==> config.mk <==
export PLATFORM = sky130hd
export DESIGN_NAME = audio_gain_router
export DESIGN_NICKNAME = d
export VERILOG_FILES = /design/src/rtl/audio_gain_router_pkg.sv /design/src/rtl/audio_gain_router_lane.sv /design/src/rtl/audio_gain_router.sv
export SDC_FILE = /design/constraint.sdc
export NUM_CORES = 1
export LEC_CHECK = 0
export BUFFER_PORTS_ARGS = -buffer_cell sky130_fd_sc_hd__buf_2
export CAP_MARGIN = 30
export CORE_MARGIN = 4
export CORE_UTILIZATION = 62
export CTS_CLUSTER_DIAMETER = 120
export DETAILED_ROUTE_END_ITERATION = 10
export PLACE_DENSITY = 0.84
export SYNTH_ARGS = -nofsm -noshare
export SYNTH_HDL_FRONTEND = slang
export SYNTH_SLANG_ARGS = --single-unit
export TNS_END_PERCENT = 100
==> constraint.sdc <==
create_clock -name clk -period 8 [get_ports clk]
set_input_delay 2.4 -clock clk [delete_from_list [all_inputs] [get_ports clk]]
set_output_delay 2.4 -clock clk [all_outputs]
set_load 0.1 [all_outputs]
==> src/rtl/audio_gain_router_pkg.sv <==
`default_nettype none
// ============================================================================
// Package     : audio_pkg
// Description : Shared FSM encoding, saturation helper and unity-gain constant
//               for the audio_gain_router sample path.
// Revision    : 1.0 - initial parametrised release
// ============================================================================
package audio_pkg;

  typedef enum logic [1:0] {
    ST_RUN       = 2'd0,
    ST_RAMP_DOWN = 2'd1,
    ST_SWITCH    = 2'd2,
    ST_RAMP_UP   = 2'd3
  } state_t;

  localparam int C_SAT_W = 64;

  function automatic int unity_gain(input int frac);
    return 1 << frac;
  endfunction

  // Clamp a wide signed value into the range of a w-bit two's complement word.
  function automatic logic signed [C_SAT_W-1:0] saturate(
    input logic signed [C_SAT_W-1:0] v,
    input int                        w
  );
    logic signed [C_SAT_W-1:0] hi;
    logic signed [C_SAT_W-1:0] lo;
    hi = (64'sd1 <<< (w - 1)) - 64'sd1;
    lo = -(64'sd1 <<< (w - 1));
    if (v > hi)      return hi;
    else if (v < lo) return lo;
    else             return v;
  endfunction

endpackage
`default_nettype wire

==> src/rtl/audio_gain_router_lane.sv <==
`default_nettype none
// ============================================================================
// Module      : audio_gain_lane
// Description : One channel of the gain path: product register, shift (with
//               optional round-half-up under AUDIO_GAIN_ROUND_EN), saturation,
//               sticky clip flag and dac_valid strobe. Two-cycle latency.
// Revision    : 1.0 - initial parametrised release
// ============================================================================
module audio_gain_lane
  import audio_pkg::*;
#(
  parameter int DATA_W    = 16,
  parameter int GAIN_W    = 8,
  parameter int GAIN_FRAC = 4
) (
  input  logic              clk,
  input  logic              rst,
  input  logic              i_req,
  input  logic [DATA_W-1:0] i_sample,
  input  logic [GAIN_W-1:0] i_gain,
  input  logic              i_clip_clr,
  output logic [DATA_W-1:0] o_dac,
  output logic              o_valid,
  output logic              o_clip
);

  localparam int C_PROD_W = DATA_W + GAIN_W + 1;

  logic signed [C_PROD_W-1:0] w_a;
  logic signed [C_PROD_W-1:0] w_b;
  logic signed [C_PROD_W-1:0] w_mult;
  logic signed [C_PROD_W-1:0] w_biased;
  logic signed [C_PROD_W-1:0] w_shift;
  logic signed [C_SAT_W-1:0]  w_wide;
  logic signed [C_SAT_W-1:0]  w_sat;
  logic                       w_clip;

  logic signed [C_PROD_W-1:0] r_prod;
  logic                       r_req_d;
  logic [DATA_W-1:0]          r_dac;
  logic                       r_valid;
  logic                       r_clip;

  // Gain is unsigned: zero-extend it so the signed multiply treats it as positive.
  assign w_a    = {{(GAIN_W+1){i_sample[DATA_W-1]}}, i_sample};
  assign w_b    = {{DATA_W{1'b0}}, 1'b0, i_gain};
  assign w_mult = w_a * w_b;

`ifdef AUDIO_GAIN_ROUND_EN
  localparam logic signed [C_PROD_W-1:0] C_HALF =
    {{(C_PROD_W-1){1'b0}}, 1'b1} << (GAIN_FRAC - 1);
  assign w_biased = r_prod + C_HALF;
`else
  assign w_biased = r_prod;
`endif

  assign w_shift = w_biased >>> GAIN_FRAC;
  assign w_wide  = {{(C_SAT_W-C_PROD_W){w_shift[C_PROD_W-1]}}, w_shift};
  assign w_sat   = saturate(w_wide, DATA_W);
  assign w_clip  = (w_sat != w_wide);

  always_ff @(posedge clk or posedge rst) begin
    if (rst) begin
      r_prod  <= '0;
      r_req_d <= 1'b0;
      r_dac   <= '0;
      r_valid <= 1'b0;
      r_clip  <= 1'b0;
    end else begin
      r_req_d <= i_req;
      r_valid <= r_req_d;
      if (i_req) begin
        r_prod <= w_mult;
      end
      if (r_req_d) begin
        r_dac <= w_sat[DATA_W-1:0];
      end
      // A new saturation outranks a simultaneous clear.
      if (r_req_d && w_clip) begin
        r_clip <= 1'b1;
      end else if (i_clip_clr) begin
        r_clip <= 1'b0;
      end
    end
  end

  assign o_dac   = r_dac;
  assign o_valid = r_valid;
  assign o_clip  = r_clip;

endmodule
`default_nettype wire

==> src/rtl/audio_gain_router.sv <==
`default_nettype none
// ============================================================================
// Module      : audio_gain_router
// Description : Per-channel DAC source select with click-free ramped gain and
//               source switching, plus unscaled ADC record capture.
//               Optional rounding: define AUDIO_GAIN_ROUND_EN.
// Revision    : 1.0 - initial parametrised release
// ============================================================================
module audio_gain_router
  import audio_pkg::*;
#(
  parameter int DATA_W    = 16,
  parameter int NUM_CH    = 2,
  parameter int GAIN_W    = 8,
  parameter int GAIN_FRAC = 4,
  parameter int RAMP_STEP = 1
) (
  input  logic                     clk,
  input  logic                     reset,
  input  logic [NUM_CH-1:0]        sample_req,
  input  logic [NUM_CH-1:0]        sample_end,
  input  logic [NUM_CH*DATA_W-1:0] adc_in,
  input  logic [NUM_CH*DATA_W-1:0] play_in,
  input  logic                     playback,
  input  logic [GAIN_W-1:0]        gain,
  input  logic                     clip_clr,
  output logic [NUM_CH*DATA_W-1:0] dac_out,
  output logic [NUM_CH-1:0]        dac_valid,
  output logic [NUM_CH*DATA_W-1:0] rec_out,
  output logic [NUM_CH-1:0]        rec_valid,
  output logic [NUM_CH-1:0]        clip,
  output logic                     busy,
  output logic                     src_sel
);

  localparam logic [GAIN_W-1:0] C_STEP = GAIN_W'(RAMP_STEP);

  state_t            r_state;
  logic [GAIN_W-1:0] r_cur_gain;
  logic              r_src_sel;
  logic              r_busy;

  logic              w_tick;
  logic [GAIN_W-1:0] w_target;
  logic [GAIN_W-1:0] w_diff;
  logic [GAIN_W-1:0] w_next_gain;

  assign w_tick = sample_req[0];

  // Step toward the target by at most C_STEP, never past it.
  always_comb begin
    w_target    = (r_state == ST_RAMP_DOWN || r_state == ST_SWITCH) ? '0 : gain;
    w_diff      = '0;
    w_next_gain = r_cur_gain;
    if (r_cur_gain < w_target) begin
      w_diff      = w_target - r_cur_gain;
      w_next_gain = r_cur_gain + ((w_diff > C_STEP) ? C_STEP : w_diff);
    end else if (r_cur_gain > w_target) begin
      w_diff      = r_cur_gain - w_target;
      w_next_gain = r_cur_gain - ((w_diff > C_STEP) ? C_STEP : w_diff);
    end
  end

  always_ff @(posedge clk or posedge reset) begin
    if (reset) begin
      r_state    <= ST_RUN;
      r_cur_gain <= '0;
      r_src_sel  <= 1'b0;
      r_busy     <= 1'b0;
    end else begin
      if (w_tick) begin
        r_cur_gain <= w_next_gain;
      end
      case (r_state)
        ST_RUN: begin
          if (playback != r_src_sel) begin
            r_state <= ST_RAMP_DOWN;
            r_busy  <= 1'b1;
          end
        end
        ST_RAMP_DOWN: begin
          if (r_cur_gain == '0) begin
            r_state <= ST_SWITCH;
          end
        end
        // Whatever playback reads at this tick wins, even if it equals the old source.
        ST_SWITCH: begin
          if (w_tick) begin
            r_src_sel <= playback;
            r_state   <= ST_RAMP_UP;
          end
        end
        ST_RAMP_UP: begin
          if (r_cur_gain == gain) begin
            r_state <= ST_RUN;
            r_busy  <= 1'b0;
          end
        end
        default: begin
          r_state <= ST_RUN;
          r_busy  <= 1'b0;
        end
      endcase
    end
  end

  assign busy    = r_busy;
  assign src_sel = r_src_sel;

  for (genvar i = 0; i < NUM_CH; i++) begin : g_ch
    logic [DATA_W-1:0] w_sample;
    logic [DATA_W-1:0] r_rec;
    logic              r_rec_valid;

    assign w_sample = r_src_sel ? play_in[i*DATA_W +: DATA_W] : adc_in[i*DATA_W +: DATA_W];

    audio_gain_lane #(
      .DATA_W    (DATA_W),
      .GAIN_W    (GAIN_W),
      .GAIN_FRAC (GAIN_FRAC)
    ) u_lane (
      .clk        (clk),
      .rst        (reset),
      .i_req      (sample_req[i]),
      .i_sample   (w_sample),
      .i_gain     (r_cur_gain),
      .i_clip_clr (clip_clr),
      .o_dac      (dac_out[i*DATA_W +: DATA_W]),
      .o_valid    (dac_valid[i]),
      .o_clip     (clip[i])
    );

    always_ff @(posedge clk or posedge reset) begin
      if (reset) begin
        r_rec       <= '0;
        r_rec_valid <= 1'b0;
      end else begin
        r_rec_valid <= sample_end[i];
        if (sample_end[i]) begin
          r_rec <= adc_in[i*DATA_W +: DATA_W];
        end
      end
    end

    assign rec_out[i*DATA_W +: DATA_W] = r_rec;
    assign rec_valid[i]                = r_rec_valid;
  end

endmodule
`default_nettype wire

# Word-level counts from Yosys, hierarchy flattened

Cells that the tools add are included.

Bits in registers: 134
Latch bits: 0
Memory bits (writable): 0
Bits in read-only memories: 0
Word-level logic and storage cells: 78
Memories kept: 0

Add/subtract/negate cells: 4
Multiply operators: 2
Divide/modulo/power cells: 0
Order comparisons: 8
Equality and inequality tests: 11
Shift-type cells: 0
Multiplexer cells: 22
Bitwise operators: 0
Reduce and logical (&&, ||, !) cells: 13

Operator list:

| operator                                                                           | count |
|---|---|
| 64-bit two-way mux                                                                 | 4 |
| 64-bit by 21-bit != test with 1-bit output                                         | 2 |
| 16-bit by 9-bit multiplier with 25-bit output                                      | 2 |
| 21-bit by 16-bit greater-than comparator with 1-bit output (second input constant) | 2 |
| 21-bit by 16-bit < comparator with 1-bit output (second input constant)            | 2 |
| 8-bit two-way mux                                                                  | 5 |
| 16-bit two-way mux                                                                 | 2 |
| 8-bit subtractor                                                                   | 3 |
| 8-bit by 1-bit greater-than comparator with 1-bit output (second input constant)   | 2 |
| 8-bit adder                                                                        | 1 |
| 8-bit equality test                                                                | 1 |
| 8-bit greater-than comparator                                                      | 1 |
| 8-bit zero test                                                                    | 1 |
| 8-bit < comparator                                                                 | 1 |
| 2-bit two-way mux                                                                  | 4 |
| 2-bit case mux with 4 select lines                                                 | 1 |
| 2-bit nonzero test                                                                 | 4 |
| 2-bit != test (second input constant)                                              | 3 |
| 1-bit two-way mux                                                                  | 5 |
| 2-bit equality test (second input constant)                                        | 2 |
| 2-bit AND reduction                                                                | 2 |
| 4-bit AND reduction                                                                | 1 |
| 3-bit AND reduction                                                                | 1 |
| 2-bit by 1-bit equality test with 1-bit output (second input constant)             | 1 |
| other kinds (6)                                                                    | 7 |

# Logic depth before layout (Yosys ltp)

Gate-level depths: netlist (run 1).

Depth after elaboration: 9
Depth in mapped cells: 23
Gate-level depth less buffers: 22

# Hierarchy

From an unflattened synthesis (run 1), not the netlist that was laid out.

Cell total of the unflattened synthesis: 1770
Area, all modules: 16214.3 um2

Modules (own cells, without submodules):

| module                           | times used | cells each | area an instance (um2) | seq. area each (um2) |
|---|---|---|---|---|
| audio_gain_lane (g_ch[0].u_lane) | 1          | 716        | 6368.6                 | 1001.0 |
| audio_gain_lane (g_ch[1].u_lane) | 1          | 708        | 6278.5                 | 1001.0 |
| audio_gain_router                | 1          | 346        | 3567.2                 | 1151.1 |

# Worst setup path after synthesis (run 1)

No wires, ideal clock.

Kind: input-to-reg
Start: input play_in[22]
End: register g_ch[1].u_lane.r_prod[18]
Library setup time: 125 ps
Data arrival time: 6750 ps
Path slack: 1125 ps
Cell stages on the path: 16
Buffers on the path: 0
Path through: mux2_2 > and2_1 > fa_1 > inv_1 > fa_1 > inv_1 > fa_1 > fa_1 > ha_1 > a211o_1 > a21oi_2 > or3b_1 > a221oi_4 > o21bai_1 > xor2_1 > mux2_2

Longest elaborated chain between the ends: 2

Ends and longest elaborated chain:

| what                                          | RTL line                     | source |
|---|---|---|
| from (decl)                                   | audio_gain_router.sv:23      | `input logic [NUM_CH*DATA_W-1:0] play_in,` |
| 16-bit two-way mux                            | audio_gain_router.sv:115     | `assign w_sample = r_src_sel ? play_in[i*DATA_W +: DATA_W] : adc_in[i*DATA_W +: DATA_W];` |
| 16-bit by 9-bit multiplier with 25-bit output | audio_gain_router_lane.sv:47 | `assign w_mult = w_a * w_b;` |
| to (signal assigned)                          | audio_gain_router_lane.sv:73 | `r_prod <= w_mult;` |
| to (decl)                                     | audio_gain_router_lane.sv:38 | `logic signed [C_PROD_W-1:0] r_prod;` |

Every way passes these cells.
A chain may end at the register's enable or synchronous reset.

# Worst setup path after layout (run 1)

Start: input play_in[4]
End: register g_ch[0].u_lane.r_prod[19]

Longest elaborated chain between the ends: 2

Ends and longest elaborated chain:

| what                                          | RTL line |
|---|---|
| 16-bit two-way mux                            | audio_gain_router.sv:115 |
| 16-bit by 9-bit multiplier with 25-bit output | audio_gain_router_lane.sv:47 |
| to (signal assigned)                          | audio_gain_router_lane.sv:73 |
| to (decl)                                     | audio_gain_router_lane.sv:38 |

Every way passes these cells.

==> results of run 1 <==
## area by class of cell
class | count | area [µm²] | area share, %
diodes | 1 | 2.50 | 0.0143
clock buffers | 17 | 425 | 2.43
clock inverters | 14 | 230 | 1.32
inverters | 313 | 1180 | 6.74
multi-input cells | 1221 | 11200 | 64.0
flip-flops and latches | 126 | 3150 | 18.0
well taps | 330 | 413 | 2.36
repair buffers | 166 | 901 | 5.15
## synth_stat cells (10+ instances only)
cell type    n  area [µm²]
nor2_1     196         736
xor2_1      23         201
nand4_1     13        81.3
nor4_1      12        75.1
ha_1       126        1580
nand2_1    141         529
clkbuf_1    48         180
nand2b_1    25         156
o21ai_0     34         170
mux2i_1     34         340
xnor2_1     37         324
o21a_1      10        75.1
mux2_2      92        1040
dfrtp_1    126        3150
inv_1      307        1150
fa_1       207        4140
nor2b_1     11        68.8
nor3_1      12        60.1
a21oi_1    113         566
a211oi_1    10        75.1
a21o_1      27         203
## worst paths after layout
kind | from | to | slack [ns] | cells past startpoint
setup / recovery | play_in[4] | g_ch[0].u_lane.r_prod[19] | 0.93 | 19
hold / removal | g_ch[1].r_rec[3] | g_ch[1].r_rec[3] | 0.51 | 1
max in group asynchronous | reset | src_sel | 5.07 | 4
min in group asynchronous | reset | g_ch[0].u_lane.o_valid | 1.99 | 2
setup reg to reg | src_sel | g_ch[0].u_lane.r_prod[19] | 1.71 | 19
hold reg to reg | g_ch[1].r_rec[3] | g_ch[1].r_rec[3] | 0.51 | 1
## state kept, by name, summed over array words and instances (netlist names)
name                 count
busy                     1
src_sel                  1
r_cur_gain               8
g_ch.u_lane.o_dac       32
r_state                  2
g_ch.u_lane.o_valid      2
g_ch.r_rec_valid         2
g_ch.u_lane.r_req_d      2
g_ch.u_lane.o_clip       2
g_ch.u_lane.r_prod      42
g_ch.r_rec              32
## metrics by stage
step	std cells	util, %	area, µm²	setup WS [ns]	hold slack, ns
after floorplan	1723	-	15800	1.13	0.435
after global placement	2152	66.9	16800	0.747	0.484
after detailed placement	2155	67.0	16800	0.523	0.489
after CTS	2186	69.6	17500	0.973	0.507
after global routing	2188	69.7	17500	0.705	0.511
final	2188	69.7	17500	0.933	0.506
## cells by family after synthesis
group / after synthesis
buf+inv: 376
fa+ha+maj: 333
mux: 126
compound gates: 247
simple gates: 454
other cells: 1
flops: 126
xor+xnor: 60
## per-layer routing
layer | global-route usage (%) | wire (µm) | vias to the layer above
li1 | - | - | 5754
met1 | 34.5 | 14600 | 6254
met2 | 52.1 | 20300 | 548
met3 | 5.48 | 2880 | 139
met4 | 12.5 | 1710 | 0
met5 | 0 | 0 | -
==> key figures, run 1 <==
Setup path
  – Critical-path top delay cell: fa_1
  – Crit Path Max Fanout: 6
  – CP Class: input pin to flop
  – Family with the most delay on the worst path: adder cells
  – Worst Path Required: 8.32 ns
  – Worst setup SP type: input pin
  – Slowest stage delay, CP: 0.55 ns
  – Worst-path cell chain: buf_2 > mux2i_1 > nor2_1 > fa_1 > inv_1 > fa_1 > inv_1 > fa_1 > inv_1 > fa_1 > inv_1 > ha_1 > a21o_1 > a21o_1 > a221oi_2 > o22ai_1 > a21boi_0 > xnor2_1 > mux2_2
  – Crit. End Element: flop
  – WP data arrival: 7.38 ns
  – Buf/Inv on CP: 5

Timing
  – Final Cycle Share: 88.3%
  – Worst-margin pin slew: 0.979 ns
  – RSZ-0062 raised after global routing: false
  – Fin. max-slew vios: 0
  – Final hold violation count: 0
  – Final setup viols: 0
  – Period minus WS final: 7.07 ns
  – Max Fclk: 142 MHz
  – Setup TNS: 0 ns
  – Post-Route Skew: 0.0195 ns
  – Slew Limit Headroom: 34.7%

Synth
  – Main combinational cell family by area after synthesis: adder cells
  – Post-synth EDFFs: 0
  – Post-synthesis simple-gate area fraction: 12.7%
  – XOR/XNOR share of the synthesized area: 3.33%
  – Cell area after synthesis: 15800 µm²
  – Post-Synth Adder-Cell Area: 36.3%
  – FF+latch count, synth: 126
  – Seq/Total Area, Yosys: 20.0%
  – Async SR Flop Fraction: 100%
  – Post-synthesis compound-gate area fraction: 9.88%
  – Syn. warnings: 0
  – Unique masters post-synth: 66
  – Syn Nets: 2136
  – Synth Flop Type: dfrtp_1
  – Proportion of synthesized area in mux cells: 8.72%
  – Avg Inst Size Synth: 9.16 µm²
  – Syn Inst Count: 1723

Global routing
  – GRT Overall Usage: 29.2%
  – Pin count of the biggest net entering global routing: 75
  – First-pass GRT wire length: 66500 µm
  – Antenna violations before repair: 1
  – Gr ovfl total: 0
  – Number of global-route vias before repair: 13800

Clock network
  – Post-CTS Repair Setup Buffers: 0
  – Root buf cell: clkbuf_16
  – Clk Latency, worst-skew pair: 0.44 ns
  – CTS tree: yes
  – CTS Sinks: 126
  – Cts hold-fix bufs: 0
  – Post_cts resized: 0
  – Clk pin slew, worst setup/hold paths: 0.06 ns
  – Deepest clock path buffer count: 2
  – Cts bufs inserted: 17
  – H-Tree Depth: 4

Placement
  – Final HPWL DP: 30400 µm
  – Port bufs: 151
  – GP Congestion: 0.908

Cells and area
  – Share of layout cells above drive strength 1: 16.3%
  – Most common cell after layout, fill and taps aside: inv_1
  – FILL cells: 1827
  – Most frequent cells in the layout: 306 x inv_1, 207 x fa_1, 196 x nor2_1, 151 x buf_2, 141 x nand2_1
  – Layout Nets: 2258
  – Area Growth Syn to Fin: 10.9%

Detailed routing
  – TritonRoute pass-1 iters: 5
  – Total Wirelength: 39600 µm
  – Initial DRC count: 832
  – DRC violations left: 0
  – Via density: 5.80
  – Detailed-route via count: 12700
  – Routed length per instance: 18.1 µm
  – Number of nets still failing antenna checks after routing: 0

Floorplan
  – Die height: 168 µm
  – IO Pins: 152
  – Initial core utilization: 62.8%
  – Die area: 28100 µm²
  – Die width: 168 µm
  – Core box area: 25100 µm²
  – Row Count: 58

Hold path
  – Hold Crit Class: flop to flop

Run status
  – Status: finished clean

Job
  – Max cap viols: 0
Power of run 1 is not shown: default switching activity piles up to over one toggle a cycle in this logic, so the estimate is an artifact.
==> run 2, diff against run 1 <==
--- a/config.mk
+++ b/config.mk
@@ -5,9 +5,10 @@
 export SDC_FILE = /design/constraint.sdc
 export NUM_CORES = 1
 export LEC_CHECK = 0
+export ABC_CLOCK_PERIOD_IN_PS = 8000
 export BUFFER_PORTS_ARGS = -buffer_cell sky130_fd_sc_hd__buf_2
 export CAP_MARGIN = 30
-export CORE_MARGIN = 4
+export CORE_MARGIN = 2
 export CORE_UTILIZATION = 62
 export CTS_CLUSTER_DIAMETER = 120
 export DETAILED_ROUTE_END_ITERATION = 10
@@ -15,4 +16,4 @@
 export SYNTH_ARGS = -nofsm -noshare
 export SYNTH_HDL_FRONTEND = slang
 export SYNTH_SLANG_ARGS = --single-unit
-export TNS_END_PERCENT = 100
+export TNS_END_PERCENT = 50
==> run 2 against run 1 <==
  * Utilization is essentially flat
  * Fmax grew 0.37%
  * Sequential share of layout area hardly changed
  * First-iteration DRC count rose by 3.2%
  * Final area hardly changed
  * Wire length decreased by 0.11%
  * Critical path type unchanged
  * Critical endpoint unchanged
  * Highest routed layer unchanged
==> key figures, run 2 (synthesis results as in run 1) <==
Setup path
  – CP Class: input pin to flop
  – Crit Path Max Fanout: 6 (unchanged)
  – Critical-path top delay cell: fa_1
  – Buf/Inv on CP: 5 (unchanged)
  – Worst setup SP type: input pin
  – Worst Path Required: 8.31 ns (about the same)
  – Crit. End Element: flop
  – Worst-path cell chain: buf_2 > mux2i_1 > nor2_1 > fa_1 > inv_1 > fa_1 > inv_1 > fa_1 > inv_1 > fa_1 > inv_1 > ha_1 > a21o_1 > a21o_1 > a221oi_2 > o22ai_1 > a21boi_0 > xnor2_1 > mux2_2
  – WP data arrival: 7.35 ns (-0.03 ns)
  – Family with the most delay on the worst path: adder cells
  – Slowest stage delay, CP: 0.56 ns (about the same)

Clock network
  – H-Tree Depth: 4 (unchanged)
  – Post-CTS Repair Setup Buffers: 0 (unchanged)
  – Cts bufs inserted: 17 (unchanged)
  – Root buf cell: clkbuf_16
  – Deepest clock path buffer count: 2 (unchanged)
  – CTS tree: yes
  – Post_cts resized: 0 (unchanged)
  – Clk pin slew, worst setup/hold paths: 0.06 ns (about the same)
  – Clk Latency, worst-skew pair: 0.43 ns (about the same)
  – Cts hold-fix bufs: 0 (unchanged)
  – CTS Sinks: 126 (unchanged)

Floorplan
  – Die area: 26700 µm² (-4.7%)
  – Die width: 164 µm (-2.4%)
  – Initial core utilization: 62.8% (unchanged)
  – Die height: 164 µm (-2.4%)
  – Row Count: 58 (unchanged)
  – Core box area: 25100 µm² (unchanged)
  – IO Pins: 152 (unchanged)

Detailed routing
  – Initial DRC count: 859 (+3.2%)
  – Detailed-route via count: 12700 (+0.35%)
  – Routed length per instance: 18.0 µm (-0.20%)
  – TritonRoute pass-1 iters: 5 (unchanged)
  – Via density: 5.82 (+0.26%)
  – Number of nets still failing antenna checks after routing: 0 (unchanged)
  – DRC violations left: 0 (unchanged)
  – Total Wirelength: 39500 µm (-0.11%)

Cells and area
  – Share of layout cells above drive strength 1: 16.4% (+0.045 points)
  – Layout Nets: 2259 (+0.044%)
  – Most common cell after layout, fill and taps aside: inv_1
  – Max reg flops: 42 (unchanged)
  – Design area: 17500 µm² (about the same)
  – Area Growth Syn to Fin: 10.9% (about the same)
  – Most frequent cells in the layout: 306 x inv_1, 207 x fa_1, 196 x nor2_1, 151 x buf_2, 141 x nand2_1
  – Most flop-heavy register: g_ch.u_lane.r_prod

Placement
  – Final HPWL DP: 30000 µm (-1.6%)
  – DP Worst Slack: 0.611 ns (+0.0876 ns)
  – GP Congestion: 0.927 (+2.0%)
  – Port bufs: 151 (unchanged)
  – Post-DP Area: 16800 µm² (about the same)

Timing
  – Slew Limit Headroom: 36.6% (+1.9 points)
  – Hold WS: 0.502 ns (-0.00341 ns)
  – Final hold violation count: 0 (unchanged)
  – Final Cycle Share: 88.0% (-0.33 points)
  – Fin. max-slew vios: 0 (unchanged)
  – Post-Route Skew: 0.0139 ns (-0.00559 ns)
  – Final WS setup: 0.959 ns (+0.0261 ns)
  – RSZ-0062 raised after global routing: false
  – Period minus WS final: 7.04 ns (-0.0261 ns)
  – Setup TNS: 0 ns (unchanged)
  – Final setup viols: 0 (unchanged)
  – Max Fclk: 142 MHz (+0.37%)
  – Worst-margin pin slew: 0.952 ns (-0.0279 ns)

Global routing
  – Pin count of the biggest net entering global routing: 67 (-11%)
  – GRT Overall Usage: 31.3% (+2.1 points)
  – First-pass GRT wire length: 65700 µm (-1.3%)
  – Antenna violations before repair: 2 (+1)
  – Gr ovfl total: 0 (unchanged)
  – Number of global-route vias before repair: 13500 (-1.6%)

Hold path
  – Hold Crit Class: flop to flop

Run status
  – Status: finished clean

Job
  – Max cap viols: 0 (unchanged)
## run 2: cell count changes in the layout (fill, tap and decap cells not counted)
cell	before	now
inv_8	1	2
inv_6	5	4
clkinvlp_4	1	0
bufinv_16	5	6
buf_4	13	16
buf_16	1	0
diode_2	1	2
buf_12	1	0
## run 2: through the flow
step | cells | util [%]
2_1_floorplan | 1723 | -
3_3_place_gp | 2154 | 66.9
3_5_place_dp | 2156 | 66.9
4_1_cts | 2187 | 69.6
5_1_grt | 2190 | 69.7
6_report | 2190 | 69.7
## run 2: worst register-to-register path, stage by stage, from the launching register on
cell	delay, ns
dfrtp_2	0.84
buf_4	0.40
mux2i_1	0.55
nor2_1	0.13
fa_1	0.56
inv_1	0.06
fa_1	0.54
inv_1	0.05
fa_1	0.49
inv_1	0.05
fa_1	0.49
inv_1	0.05
ha_1	0.36
a21o_1	0.19
a21o_1	0.19
a221oi_2	0.35
o22ai_1	0.25
a21boi_0	0.27
xnor2_1	0.10
mux2_2	0.26
## run 2: final cells by class
class,instances,area (µm²)
clock buffer,17,425
tap,330,413
sequential,126,3150
multi-input combinational,1221,11200
timing repair buffer,167,876
antenna,2,5.00
fill,1900,7610
clock inverter,14,255
inverter,313,1180
## run 2: final timing paths
check | from | to | slack [ns] | cells past startpoint
worst max-delay path | play_in[5] | g_ch[0].u_lane.r_prod[19] | 0.96 | 19
worst min-delay path | g_ch[1].r_rec[7] | g_ch[1].r_rec[7] | 0.50 | 1
worst max register to register | src_sel | g_ch[0].u_lane.r_prod[19] | 1.71 | 19
worst min register to register | g_ch[1].r_rec[7] | g_ch[1].r_rec[7] | 0.50 | 1
max in group asynchronous | reset | src_sel | 4.59 | 3
min in group asynchronous | reset | g_ch[1].u_lane.o_valid | 2.07 | 2
## run 2: layer usage
metal / share of wire, % / wire [µm] / vias up / GRT usage, %
met4: 4.0 / 1570 / 0 / 13.8
met2: 51 / 20300 / 532 / 55.4
met5: 0 / 0 / - / 0
met3: 6.9 / 2710 / 127 / 4.62
met1: 38 / 14900 / 6312 / 38.0
li1: - / - / 5769 / -
Power of run 2 is left out for the same reason.
